## src/rtl/i2c_arb_pkg.sv

```systemverilog
// Shared types and constants for the two-requester I2C command arbiter.
// Latency: n/a (types, constants and pure helper functions only).
// Backpressure: n/a.
//
// Contents: FSM state enum, requester count, address/data/counter widths,
// and small helpers to convert a one-hot grant to an index and advance the
// round-robin pointer.
package i2c_arb_pkg;

    localparam int unsigned NUM_REQ   = 2;
    localparam int unsigned REQ_IDX_W = (NUM_REQ > 1) ? $clog2(NUM_REQ) : 1;
    localparam int unsigned ADDR_W    = 7;
    localparam int unsigned DATA_W    = 8;
    localparam int unsigned CNT_W     = 16;

    typedef enum logic [1:0] {
        IDLE  = 2'd0,
        ISSUE = 2'd1,
        WAIT  = 2'd2,
        RESP  = 2'd3
    } state_t;

    function automatic logic [REQ_IDX_W-1:0] onehot_to_idx(input logic [NUM_REQ-1:0] oh);
        logic [REQ_IDX_W-1:0] idx;
        idx = '0;
        for (int i = 0; i < NUM_REQ; i++) begin
            if (oh[i]) begin
                idx = idx | REQ_IDX_W'(i);
            end
        end
        return idx;
    endfunction

    // The requester after the one just granted becomes the priority holder.
    function automatic logic [REQ_IDX_W-1:0] next_ptr(input logic [REQ_IDX_W-1:0] idx);
        return (idx == REQ_IDX_W'(NUM_REQ - 1)) ? '0 : idx + REQ_IDX_W'(1);
    endfunction

endpackage

```

## src/rtl/i2c_arb_rr_pick.sv

```systemverilog
// Round-robin picker: one-hot grant starting the search at requester 'ptr'.
// Latency: purely combinational, 0 cycles.
// Backpressure: none; the caller decides whether the grant is taken.
//
// Ports:
//   req   - request vector, bit n = requester n
//   ptr   - index of the requester currently holding priority
//   grant - one-hot winner (all zero when req is zero)
//   valid - at least one request present
module i2c_arb_rr_pick
    import i2c_arb_pkg::*;
(
    input  logic [NUM_REQ-1:0]   req,
    input  logic [REQ_IDX_W-1:0] ptr,
    output logic [NUM_REQ-1:0]   grant,
    output logic                 valid
);

    logic [NUM_REQ-1:0] rot_req;
    logic [NUM_REQ-1:0] rot_gnt;

    // Rotate so the priority holder sits at bit 0, isolate the lowest set
    // bit, then rotate the result back into requester numbering.
    always_comb begin
        rot_req = NUM_REQ'({req, req} >> ptr);
        rot_gnt = rot_req & (~rot_req + NUM_REQ'(1));
        grant   = NUM_REQ'({rot_gnt, rot_gnt} >> (NUM_REQ - 32'(ptr)));
    end

    assign valid = |req;

endmodule

```

## src/rtl/i2c_req_arbiter.sv

```systemverilog
// Arbitrates two requesters onto one I2C master, one transaction at a time.
// Latency: request->m_start 2 cycles; m_done->rsp_valid 1 cycle.
// Backpressure: req_ready pulses only in IDLE with m_busy low; losers wait.
//
// Ports:
//   clk, reset                     - single clock, synchronous active-high reset
//   req_valid / req_ready          - per-requester request and accept pulse
//   reqN_addr / reqN_rw / reqN_wdata - per-requester command fields
//   rsp_valid / rsp_nack / rsp_timeout / rsp_rdata - completion pulse and status
//   m_start / m_addr / m_rw / m_wdata - command to the I2C master
//   m_busy / m_done / m_nack / m_rdata - status from the I2C master
//
// Build option: define I2C_ARB_TIMEOUT_EN to add a WAIT watchdog that aborts
// after TIMEOUT_CYCLES cycles without m_done.
module i2c_req_arbiter
    import i2c_arb_pkg::*;
#(
    parameter logic [CNT_W-1:0] TIMEOUT_CYCLES = 16'd1024
) (
    input  logic                clk,
    input  logic                reset,
    input  logic [NUM_REQ-1:0]  req_valid,
    input  logic [ADDR_W-1:0]   req0_addr,
    input  logic                req0_rw,
    input  logic [DATA_W-1:0]   req0_wdata,
    input  logic [ADDR_W-1:0]   req1_addr,
    input  logic                req1_rw,
    input  logic [DATA_W-1:0]   req1_wdata,
    output logic [NUM_REQ-1:0]  req_ready,
    output logic [NUM_REQ-1:0]  rsp_valid,
    output logic                rsp_nack,
    output logic                rsp_timeout,
    output logic [DATA_W-1:0]   rsp_rdata,
    output logic                m_start,
    output logic [ADDR_W-1:0]   m_addr,
    output logic                m_rw,
    output logic [DATA_W-1:0]   m_wdata,
    input  logic                m_busy,
    input  logic                m_done,
    input  logic                m_nack,
    input  logic [DATA_W-1:0]   m_rdata
);

    state_t               state;
    state_t               state_nxt;
    logic [NUM_REQ-1:0]   pick_gnt;
    logic                 pick_vld;
    logic [REQ_IDX_W-1:0] rr_ptr;
    logic [NUM_REQ-1:0]   win;
    logic                 take;
    logic                 tmo_hit;

    i2c_arb_rr_pick u_pick (
        .req   (req_valid),
        .ptr   (rr_ptr),
        .grant (pick_gnt),
        .valid (pick_vld)
    );

    always_ff @(posedge clk) begin
        if (reset) begin
            state <= IDLE;
        end else begin
            state <= state_nxt;
        end
    end

    // take is gated by reset so req_ready stays low while reset is held,
    // even if the state register already reads IDLE.
    always_comb begin
        state_nxt = state;
        take      = 1'b0;
        case (state)
            IDLE: begin
                if (pick_vld && !m_busy && !reset) begin
                    take      = 1'b1;
                    state_nxt = ISSUE;
                end
            end
            ISSUE:   state_nxt = WAIT;
            WAIT: begin
                if (m_done || tmo_hit) begin
                    state_nxt = RESP;
                end
            end
            RESP:    state_nxt = IDLE;
            default: state_nxt = IDLE;
        endcase
    end

    assign req_ready = take ? pick_gnt : '0;

    // Command fields are captured at grant and held until the next grant,
    // which keeps them stable for the whole master transaction.
    always_ff @(posedge clk) begin
        if (reset) begin
            rr_ptr    <= '0;
            win       <= '0;
            m_start   <= 1'b0;
            m_addr    <= '0;
            m_rw      <= 1'b0;
            m_wdata   <= '0;
            rsp_valid <= '0;
            rsp_nack  <= 1'b0;
            rsp_rdata <= '0;
        end else begin
            m_start   <= (state == ISSUE);
            rsp_valid <= '0;
            if (take) begin
                win     <= pick_gnt;
                rr_ptr  <= next_ptr(onehot_to_idx(pick_gnt));
                m_addr  <= pick_gnt[1] ? req1_addr  : req0_addr;
                m_rw    <= pick_gnt[1] ? req1_rw    : req0_rw;
                m_wdata <= pick_gnt[1] ? req1_wdata : req0_wdata;
            end
            if (state == WAIT) begin
                // m_done takes precedence over a watchdog expiring the same cycle.
                if (m_done) begin
                    rsp_valid <= win;
                    rsp_nack  <= m_nack;
                    rsp_rdata <= m_rw ? m_rdata : '0;
                end else if (tmo_hit) begin
                    rsp_valid <= win;
                    rsp_nack  <= 1'b1;
                    rsp_rdata <= '0;
                end
            end
        end
    end

`ifdef I2C_ARB_TIMEOUT_EN
    logic [CNT_W-1:0] tmo_cnt;

    // Counts WAIT cycles from 0; expiry lands on the TIMEOUT_CYCLES-th cycle.
    always_ff @(posedge clk) begin
        if (reset || state != WAIT) begin
            tmo_cnt <= '0;
        end else begin
            tmo_cnt <= tmo_cnt + CNT_W'(1);
        end
    end

    assign tmo_hit = (state == WAIT) && (tmo_cnt == TIMEOUT_CYCLES - CNT_W'(1));

    always_ff @(posedge clk) begin
        if (reset) begin
            rsp_timeout <= 1'b0;
        end else if (state == WAIT) begin
            if (m_done) begin
                rsp_timeout <= 1'b0;
            end else if (tmo_hit) begin
                rsp_timeout <= 1'b1;
            end
        end
    end
`else
    logic unused_cfg;
    assign unused_cfg  = ^TIMEOUT_CYCLES;
    assign tmo_hit     = 1'b0;
    assign rsp_timeout = 1'b0;
`endif

endmodule

```

## config.mk

```make
export PLATFORM = sky130hd
export DESIGN_NAME = i2c_req_arbiter
export DESIGN_NICKNAME = d
export VERILOG_FILES = /design/src/rtl/i2c_arb_pkg.sv /design/src/rtl/i2c_arb_rr_pick.sv /design/src/rtl/i2c_req_arbiter.sv
export SDC_FILE = /design/constraint.sdc
export NUM_CORES = 1
export LEC_CHECK = 0
export CAP_MARGIN = 5
export CORE_MARGIN = 2
export CORE_UTILIZATION = 25
export CTS_BUF_LIST = sky130_fd_sc_hd__clkbuf_8
export CTS_CLUSTER_SIZE = 14
export DETAILED_ROUTE_END_ITERATION = 6
export GPL_TIMING_DRIVEN = 1
export RECOVER_POWER = 100
export SLEW_MARGIN = 20
export SYNTH_ARGS = -nofsm -noshare
export SYNTH_HDL_FRONTEND = slang
export SYNTH_SLANG_ARGS = --single-unit
```

## constraint.sdc

```tcl
create_clock -name clk -period 3.1 [get_ports clk]
set_input_delay 0.62 -clock clk [delete_from_list [all_inputs] [get_ports clk]]
set_output_delay 0.62 -clock clk [all_outputs]
set_load 0.01 [all_outputs]
```

==> key figures <==
Setup path
  – Largest delay share family, worst path: buffers and inverters
  – WS Path Type: input port to output port
  – WP buf/inv: 2
  – Worst Setup End Kind: output port
  – Critical Path AT: 2.24 ns
  – Worst R2R Setup Slack: between 1 and 1.5 ns
  – Max stage delay cell, worst path: dlygate4sd3_1
  – Worst setup SP type: input port
  – Crit-path max cell delay: 0.63 ns
  – Top cell by count, worst path: dlygate4sd3_1
  – Worst-path cell chain: dlygate4sd3_1 > o211ai_1 > nor2_1 > dlygate4sd3_1
  – Crit Path Max Fanout: 5
  – Worst Path Required: 2.48 ns

Floorplanning
  – # rows: 28
  – Die ar.: between 6000 and 7000 um2
  – I/O pins: between 70 and 80
  – Initial Util: 25.6%
  – Placeable Area: 5890 um2
  – Die height: 81.6 um
  – Chip Width: 81.6 um

GRT
  – First-pass GRT wire length: 5840 um
  – GR Overflow Total: 0
  – Antenna violations before repair: 0
  – Global Route Usage Sum: 11.3%
  – Largest net degree at the start of global routing: 36
  – Vias in the first global route: 1305

Synth
  – Adder-cell share of the synthesized area: 2.49%
  – Syn Std Cell Area: 1510 um2
  – Cell taking the most area after synthesis: dfxtp_1
  – Seq cells post-synth: 33
  – Synth Net Count: 221
  – Async SR Flop Fraction: 0%
  – Syn Inst Count: 171
  – Syn avg cell area: roughly 8.8 um2
  – Multiplexer area fraction after synthesis: 1.33%
  – Post-synthesis compound-gate area fraction: 22.3%
  – Post-synth EDFFs: 0
  – Yosys Warn Count: 0
  – Largest family of logic cells by synthesized area: compound AO/OA/AOI/OAI gates
  – Share of the synthesized area in the top cell type: 43.9%
  – Yosys cell types: 30
  – Post-Synth Simple-Gate Area: 21.8%
  – Most used flip-flop cell after synthesis: dfxtp_1
  – Register area share after synthesis: around 44%
  – XOR/XNOR share of the synthesized area: 0%
  – Largest cells by area after synthesis: dfxtp_1 (44%), nand2_1 (11%), a311oi_2 (9.0%), nor2_1 (5.0%), a311oi_1 (4.1%)

Timing
  – Hold Vio Cnt, Final: 0
  – Final setup fails: 0
  – Fin crit share: between 90% and 100%
  – Hold slack final: approximately 0.45 ns
  – Max-slew violations: 34
  – Setup TNS: 0 ns
  – Final worst clock skew: 0.00767 ns
  – Max Fclk: about 350 MHz
  – RSZ-0062 raised after global routing: no
  – Tmin final: between 2 and 3 ns
  – Worst-Margin Slew: 1.70 ns
  – Relative slew slack: -13.1%

Pwr
  – Net Switching: 0.372 mW
  – Int Power: 0.875 mW
  – Total power per unit cell area: between 500 and 600 nW/um2
  – Combinational share of power: 30.8%
  – P_leak: 0.940 nW
  – Sw Ratio: 29.8%
  – Seq pwr share: 40.7%
  – Clk pwr share: 28.5%
  – Peak supply drop: 0.000226 V

CTS
  – PostCTS Resize Cnt: 0
  – Post-CTS setup buffers: 0
  – TritonCTS clock tree: done
  – Maximum clock path buffer count: 2
  – Total CTS buffers: 5
  – CTS H-tree depth: 2
  – Clock root buffer: clkbuf_8
  – Clock transition at the registers of the reported paths: around 0.070 ns
  – Cts hold-fix bufs: 0
  – Clock Sink Count: 33
  – Worst skew pair latency: 0.28 ns

Min path
  – Worst min path class: register to register

Routing
  – Detailed Routing Iterations Pass 1: 4
  – Wirelength per Cell: between 10 and 15 um
  – 1st-iter DRT viols: 57
  – Routed vias/inst: 4.41
  – # DRC: 0
  – Antenna Violating Nets Remaining: 0
  – Routed vias: ~1400
  – Total Wirelength: 3670 um

Placed design
  – GPL Wtd Cong: 0.691
  – Port-buffer cells: 76
  – HPWL Detailed: 2600 um

Layout
  – Multi-input logic area: 718 um2
  – Number of fill cells: 619
  – Layout cell share with drive strength beyond 1: 9.39%
  – Area grow syn2layout: 57.6%
  – Inserted Diodes: 0
  – Register area: 661 um2
  – Total Nets Final: between 200 and 300

Status
  – Failing checks: capacitance limit, slew limit
  – Outcome: finished with violations

Job
  – Total of max-cap violations: 1
[power by group through the flow]
stage	registers, mW	logic (mW)	clock network (mW)
6_report	0.508	0.384	0.355
5_1_grt	0.517	0.429	0.388
4_1_cts	0.511	0.406	0.367
3_5_place_dp	0.520	0.405	0
3_3_place_gp	0.519	0.402	0
2_1_floorplan	0.531	0.230	0
[logic make-up (layout without fill, tap and decap cells)]
| family | after synthesis | count (layout) |
|---|---|---|
| other | 1 | 1 |
| muxes | 2 | 2 |
| buffers and inverters | 19 | 93 |
| adders and majority gates | 3 | 3 |
| DFF | 33 | 33 |
| AOI/OAI and AO/OA | 35 | 35 |
| and+or+nand+nor | 78 | 78 |
[cell type report]
| class | count | share of cell area, % |
|---|---|---|
| well taps | 75 | 3.95 |
| flip-flops and latches | 33 | 27.8 |
| multi-input cells | 119 | 30.3 |
| inverters | 5 | 0.791 |
| clock inverters | 1 | 0.211 |
| repair buffers | 80 | 32.9 |
| clock buffers | 7 | 4.06 |
[synthesized netlist by cell type (2+ instances only)]
cell type  number
nand2b_1        2
inv_1           4
buf_6           5
a311oi_1        7
ha_1            3
buf_4           3
nor2_1         20
clkbuf_1        5
a311oi_2        9
nand3_1         8
nor3b_1         2
nand2_1        43
a21oi_1        10
mux2i_1         2
dfxtp_1        33
[metal layers]
| layer | vias up | GRT usage (%) | share of wire [%] |
|---|---|---|---|
| met2 | 47 | 17.0 | 43 |
| met1 | 633 | 14.7 | 48 |
| met5 | - | 0 | 0 |
| met3 | 2 | 4.73 | 9.0 |
| met4 | 0 | 3.50 | 0.41 |
| li1 | 728 | - | - |
[path summary, 6_finish.rpt]
path,cells past startpoint,endpoint,start
worst min-delay path,2,rsp_rdata[3]$_SDFFE_PP0P_,rsp_rdata[3]$_SDFFE_PP0P_
worst max register to register,6,rr_ptr$_SDFFE_PP0P_,state[0]$_SDFFE_PP0P_
worst max-delay path,4,req_ready[1],req_valid[1]
worst min register to register,2,rsp_rdata[3]$_SDFFE_PP0P_,rsp_rdata[3]$_SDFFE_PP0P_
[worst register-to-register path, stage by stage (launching register included)]
cell      delay, ns
dfxtp_1        0.32
inv_1          0.09
ha_1           0.23
o211a_1        0.18
buf_4          0.36
a21oi_1        0.17
a21boi_0       0.21
[sequential cells by signal (all words and copies together), names as in the netlist]
name and cells:
m_rw 1, m_addr 7, rsp_rdata 8, rsp_nack 1
rr_ptr 1, rsp_valid 2, m_wdata 8, win 2
m_start 1, state 2
[per-stage QoR]
| step | instances | utilization [%] | power (mW) | setup slack, ns | instance area, um2 |
|---|---|---|---|---|---|
| floorplan | 171 | - | 0.760 | 1.36 | 1510 |
| global placement | 312 | 38.8 | 0.921 | 0.430 | 2280 |
| detailed placement | 312 | 38.8 | 0.925 | 0.438 | 2280 |
| CTS | 320 | 40.5 | 1.28 | 0.418 | 2380 |
| global route | 320 | 40.3 | 1.33 | 0.155 | 2370 |
| finish | 320 | 40.3 | 1.25 | 0.236 | 2370 |
[layout by cell type, fill, tap and decap left out, drive strengths merged, types with 2 or more instances in the layout]
master and instances:
a311oi 16, nand3 8, a21oi 10, o21ai 2, nor2 21, buf 3, a21boi 2, nand2b 2
inv 5, ha 3, mux2i 2, dfxtp 33, nor3b 2, dlygate4sd3 30, clkbuf 9, clkdlybuf4s50 45
nand2 43
No activity file was read; power rests on OpenSTA's default activity.
